### config.mk
export PLATFORM = sky130hd
export DESIGN_NAME = q_sys_pll_reset_sequencer
export DESIGN_NICKNAME = d
export VERILOG_FILES = /design/src/rtl/q_sys_pll_reset_sequencer.sv
export SDC_FILE = /design/constraint.sdc
export NUM_CORES = 1
export LEC_CHECK = 0
export CORE_ASPECT_RATIO = 1.1
export CORE_MARGIN = 2
export CORE_UTILIZATION = 57
export CTS_CLUSTER_SIZE = 25
export DETAILED_ROUTE_END_ITERATION = 12
export GPL_ROUTABILITY_DRIVEN = 0
export PLACE_DENSITY = 0.9
export SETUP_SLACK_MARGIN = 0.3
export SYNTH_ARGS = -nofsm -noshare
export SYNTH_HDL_FRONTEND = slang
export SYNTH_SLANG_ARGS = --single-unit
export TNS_END_PERCENT = 5
### constraint.sdc
create_clock -name clk -period 2.4 [get_ports clk]
set_input_delay 0.36 -clock clk [delete_from_list [all_inputs] [get_ports clk]]
set_output_delay 0.36 -clock clk [all_outputs]
set_load 0.005 [all_outputs]
### src/rtl/q_sys_pll_reset_sequencer.sv
// PLL powerdown / MCGB reset sequencer with qualified lock fan-out.
// Define PLL_SEQ_RETRY_EN to retry on lock timeout instead of latching a fault.
module q_sys_pll_reset_sequencer #(
    parameter int unsigned PD_HOLD_CYCLES     = 16,
    parameter int unsigned LOCK_STABLE_CYCLES = 32,
    parameter int unsigned MCGB_DELAY         = 8,
    parameter int unsigned LOCK_TIMEOUT       = 4096,
    parameter int unsigned CNT_W              = 16
) (
    input  logic       clk,
    input  logic       reset_n,
    input  logic       pll_locked,
    input  logic       pll_powerdown_a,
    input  logic       pll_powerdown_b,
    output logic       pll_powerdown,
    output logic       mcgb_rst,
    output logic       pll_locked_output,
    output logic       pll_locked_a,
    output logic       pll_locked_b,
    output logic [7:0] retry_count,
    output logic       lock_fault
);

    typedef enum logic [2:0] {
        ST_POWERDOWN    = 3'd0,
        ST_LOCK_WAIT    = 3'd1,
        ST_MCGB_RELEASE = 3'd2,
`ifdef PLL_SEQ_RETRY_EN
        ST_LOCKED       = 3'd3
`else
        ST_LOCKED       = 3'd3,
        ST_FAULT        = 3'd4
`endif
    } state_e;

    localparam logic [CNT_W-1:0] PD_LAST     = CNT_W'(PD_HOLD_CYCLES - 1);
    localparam logic [CNT_W-1:0] STABLE_LAST = CNT_W'(LOCK_STABLE_CYCLES - 1);
    localparam logic [CNT_W-1:0] MCGB_LAST   = CNT_W'(MCGB_DELAY - 1);
    localparam logic [CNT_W-1:0] TMO_LAST    = CNT_W'(LOCK_TIMEOUT - 1);

    state_e           state_q, state_d;
    logic [CNT_W-1:0] cnt_q, cnt_d;
    logic [CNT_W-1:0] tmo_q, tmo_d;
    logic [7:0]       retry_q, retry_d;
    logic             sync1_q, lk_s_q;
    logic             pd_q, mcgb_q, locked_q;
    logic             req;

    assign req = pll_powerdown_a | pll_powerdown_b;

    // Two-flop lock synchronizer, held clear while the PLL is powered down
    always_ff @(posedge clk) begin
        if (!reset_n || pd_q) begin
            sync1_q <= 1'b0;
            lk_s_q  <= 1'b0;
        end else begin
            sync1_q <= pll_locked;
            lk_s_q  <= sync1_q;
        end
    end

    // Next-state, counter and retry logic; requests take priority everywhere but FAULT
    always_comb begin
        state_d = state_q;
        cnt_d   = cnt_q;
        tmo_d   = tmo_q;
        retry_d = retry_q;
        case (state_q)
            ST_POWERDOWN: begin
                if (cnt_q != PD_LAST) begin
                    cnt_d = cnt_q + 1'b1;
                end else if (!req) begin
                    state_d = ST_LOCK_WAIT;
                end
            end
            ST_LOCK_WAIT: begin
                tmo_d = tmo_q + 1'b1;
                cnt_d = lk_s_q ? cnt_q + 1'b1 : '0;
                if (req) begin
                    state_d = ST_POWERDOWN;
                end else if (lk_s_q && cnt_q == STABLE_LAST) begin
                    state_d = ST_MCGB_RELEASE;
                end else if (tmo_q == TMO_LAST) begin
`ifdef PLL_SEQ_RETRY_EN
                    state_d = ST_POWERDOWN;
                    if (retry_q != 8'hFF) begin
                        retry_d = retry_q + 8'd1;
                    end
`else
                    state_d = ST_FAULT;
`endif
                end
            end
            ST_MCGB_RELEASE: begin
                cnt_d = cnt_q + 1'b1;
                if (req) begin
                    state_d = ST_POWERDOWN;
                end else if (!lk_s_q) begin
                    state_d = ST_LOCK_WAIT;
                end else if (cnt_q == MCGB_LAST) begin
                    state_d = ST_LOCKED;
                end
            end
            ST_LOCKED: begin
                if (req) begin
                    state_d = ST_POWERDOWN;
                end else if (!lk_s_q) begin
                    state_d = ST_LOCK_WAIT;
                end
            end
`ifndef PLL_SEQ_RETRY_EN
            ST_FAULT: begin
                state_d = ST_FAULT;
            end
`endif
            default: begin
                state_d = ST_POWERDOWN;
            end
        endcase
        if (state_d != state_q) begin
            cnt_d = '0;
            tmo_d = '0;
        end
    end

`ifdef PLL_SEQ_RETRY_EN
    logic fault_d;
    assign fault_d    = 1'b0;
    assign lock_fault = 1'b0;
`else
    logic fault_d, fault_q;
    assign fault_d    = (state_d == ST_FAULT);
    assign lock_fault = fault_q;

    // Fault flag registered alongside the state
    always_ff @(posedge clk) begin
        if (!reset_n) begin
            fault_q <= 1'b0;
        end else begin
            fault_q <= fault_d;
        end
    end
`endif

    // State register with outputs decoded from the next state
    always_ff @(posedge clk) begin
        if (!reset_n) begin
            state_q  <= ST_POWERDOWN;
            cnt_q    <= '0;
            tmo_q    <= '0;
            retry_q  <= 8'd0;
            pd_q     <= 1'b1;
            mcgb_q   <= 1'b1;
            locked_q <= 1'b0;
        end else begin
            state_q  <= state_d;
            cnt_q    <= cnt_d;
            tmo_q    <= tmo_d;
            retry_q  <= retry_d;
            pd_q     <= (state_d == ST_POWERDOWN) | fault_d;
            mcgb_q   <= (state_d == ST_POWERDOWN)
                      | (state_d == ST_LOCK_WAIT) | fault_d;
            locked_q <= (state_d == ST_LOCKED);
        end
    end

    assign pll_powerdown     = pd_q;
    assign mcgb_rst          = mcgb_q;
    assign pll_locked_output = locked_q;
    assign pll_locked_a      = locked_q;
    assign pll_locked_b      = locked_q;
    assign retry_count       = retry_q;

endmodule

==> run summary <==
Seq pwr share: 54.1%
die width: 62.0 um
CTS tree: done
combinational share of power: 4.0%
post-synthesis async set-or-reset flop share: 0%
RSZ-0062 raised after global routing: no
largest family of logic cells by synthesized area: simple AND/OR/NAND/NOR gates
Synth area leaders: dfxtp_1 39%, xor2_1 7.1%, nor2_1 4.8%, xnor2_1 4.6%, buf_4 3.9%
Pins Over Slew Limit: 0
Root Driver: clkbuf_8
Power Dens Cells: 540 mW/mm2
# Post-CTS Setup Buffers: 0
ys flop type: dfxtp_1
mux cell area share after synthesis: 0.949%
gr usage total: 20.3%
Arrival @ worst endpoint: 2.23 ns
synth warn: 0
Switching Power: 0.000271 W
core box area: 0.00360 mm2
# rows: 23
critical path required time: 2.57 ns
Post-CTS Hold Fix Bufs: 0
initial antenna violation count: 0
placed insts: 288
Tcrit/Tclk final: 86.0%
reg-to-reg critical path endpoint: cnt_q[2]$_SDFFE_PP0P_
share of the synthesized area in the top cell type: 38.9%
Final Routed Wirelength: 4060 um
Worst slew margin: 62.7%
largest net degree at the start of global routing: 20
GRT overflow: 0
clk_lat worst skew: 0.30 ns
clock tree buffer depth: 2
Crit-path slowest cell: or3b_1
Non-Filler Instances: 296
full die area: 0.00420 mm2
internal power: 0.00101 W
R2R depth: 5
cell taking the most area after synthesis: dfxtp_1
sequential share of the synthesized area: 38.9%
Post-CTS Resized: 0
IO buf count: 10
type of the worst setup path: register to register
Leak: 0.798 nW
min-delay worst type: register to register
Post-Synthesis Cells: 234
Post-Synth XOR/XNOR Area: 11.6%
routed via count: 1666
R2R Setup Slk: 0.33 ns
detailed placer's ending HPWL: 2710 um
Hold Crit Start: pll_powerdown$_SDFF_PN1_
Mean Syn Cell Area: 9.02 um2
crit start category: register
nets: 253
DRC viols: 0
Layout area overhead: 12.3%
final hold vios: 0
CP max FO: 13
vias in the first global route: 1480
Pwr Total: 0.00128 W
most frequent cell after synthesis: dfxtp_1
CP Cell Sequence: or3b_1 > nor3_1 > o21ai_2 > nand3_4 > a21oi_1
CP max stage delay: 0.54 ns
Max-Cap Viols: 0
Worst-path clk slew: 0.08 ns
Detail Route Antenna Nets: 0
count of cell types in the netlist: 53
Post-synth EDFFs: 0
Inserted Clock Buffers: 5
Commonest cells post-synth: 41 x dfxtp_1, 27 x nor2_1, 20 x nand2_1, 17 x xor2_1
Util after Layout: 65.9%
WHS Path Cells: 1
FMAX: 484 MHz
total clock sinks: 41
Peak supply drop: 0.000270 V
Iter 0 DRT Violations: 127
H-tree depth: 2
Compound-Gate Fraction of Synth Area: 7.00%
crit end category: register
clock network power share: 41.9%
worst slew pin tran: 0.555 ns
initial core utilization: 58.6%
post-synthesis register bit count: 41
share of layout cells above drive strength 1: 17.5%
Die Y: 67.8 um
status: complete, no violations
Ant. Diodes: 0
first-pass GRT wire length: 6290 um
drt wl/cell: 13.7 um
Fin Hold WS: 0.463 ns
simple-gate share of the synthesized area: 33.7%
drt first pass iters: 4
Vias/cell: 5.63
boundary pin count: 19
Synth Area in Adders: 1.19%
setup_tns: 0 ns
switch share: 21.1%
Endpoint, Worst Hold: sync1_q$_SDFF_PP0_
R2R Path Start: state_q[0]$_SDFF_PN0_
Worst Skew: 0.0149 ns
Mapped Area: 0.00211 mm2
Period minus WS final: 2.07 ns
Final setup viols: 0
[flip-flops by register name (all words and copies together), names as in the netlist]
register and count:
state_q 3, tmo_q 16, pll_powerdown 1, pll_locked_a 1
lock_fault 1, mcgb_rst 1, lk_s_q 1, cnt_q 16
sync1_q 1
[layout make-up]
type                            count  area [um2]
Multi-Input combinational cell    181        1250
Fill cell                         277        1230
Sequential cell                    41         823
Timing Repair Buffer               12         115
Clock buffer                        5        68.8
Tap cell                           50        62.6
Clock inverter                      2        35.0
Inverter                            5        18.8
[per-layer routing]
layer	wire, um	vias up	global-route usage [%]
li1	-	829	-
met1	1760	791	23.9
met2	2100	40	33.6
met3	152	6	5.94
met4	54	0	9.04
met5	0	-	0
[worst max-delay path by stage]
stage	slack [ns]	endpoint	startpoint
CTS	0.33	cnt_q[5]$_SDFFE_PP0P_	cnt_q[0]$_SDFFE_PP0P_
global route	0.26	cnt_q[2]$_SDFFE_PP0P_	state_q[0]$_SDFF_PN0_
detailed placement	0.24	cnt_q[2]$_SDFFE_PP0P_	pll_powerdown_b
floorplan	0.56	tmo_q[5]$_SDFFE_PP0P_	cnt_q[0]$_SDFFE_PP0P_
finish	0.33	cnt_q[2]$_SDFFE_PP0P_	state_q[0]$_SDFF_PN0_
global placement	0.32	cnt_q[5]$_SDFFE_PP0P_	pll_powerdown_b
[placed cells by master, fill, tap and decap left out, types with 4 or more instances in the layout]
master,netlist,layout
dfxtp_1,41,39
nor2_1,27,27
nand2_1,20,20
xor2_1,17,17
xnor2_1,11,11
nor2_2,10,10
clkdlybuf4s50_1,0,10
nand4_1,9,9
nor3_1,9,9
a21oi_1,9,9
nand3_1,8,8
conb_1,1,8
clkbuf_8,0,5
inv_1,4,4
nor4_1,5,4
[kinds of logic after synthesis]
| kind of cell | Yosys count |
|---|---|
| AOI/OAI and AO/OA | 21 |
| adders and majority gates | 2 |
| other | 1 |
| muxes | 2 |
| buffers and inverters | 20 |
| DFF | 41 |
| xor gates and xnor gates | 28 |
| and+or+nand+nor | 119 |
[power by group through the flow]
stage | logic, W | registers (W) | clock network (W)
final | 0.0000513 | 0.000692 | 0.000537
after global routing | 0.0000575 | 0.000693 | 0.000578
after CTS | 0.0000442 | 0.000690 | 0.000546
after detailed placement | 0.0000434 | 0.000706 | 0
after global placement | 0.0000425 | 0.000706 | 0
after floorplan | 0.0000449 | 0.000704 | 0
[per-stage QoR]
step / cell area [um2] / setup slack (ns)
after global routing: 2370 / 0.265
after CTS: 2300 / 0.327
final: 2370 / 0.335
after detailed placement: 2200 / 0.238
after global placement: 2200 / 0.318
after floorplan: 2140 / 0.564
[critical path, delay by kind of cell, from the launching register on]
kind | cells | cell delay [ns]
AND/OR/NAND/NOR | 3 | 1.13
flip-flops | 1 | 0.50
AO/OA/AOI/OAI | 2 | 0.30
(Power assumes the default switching activity.)
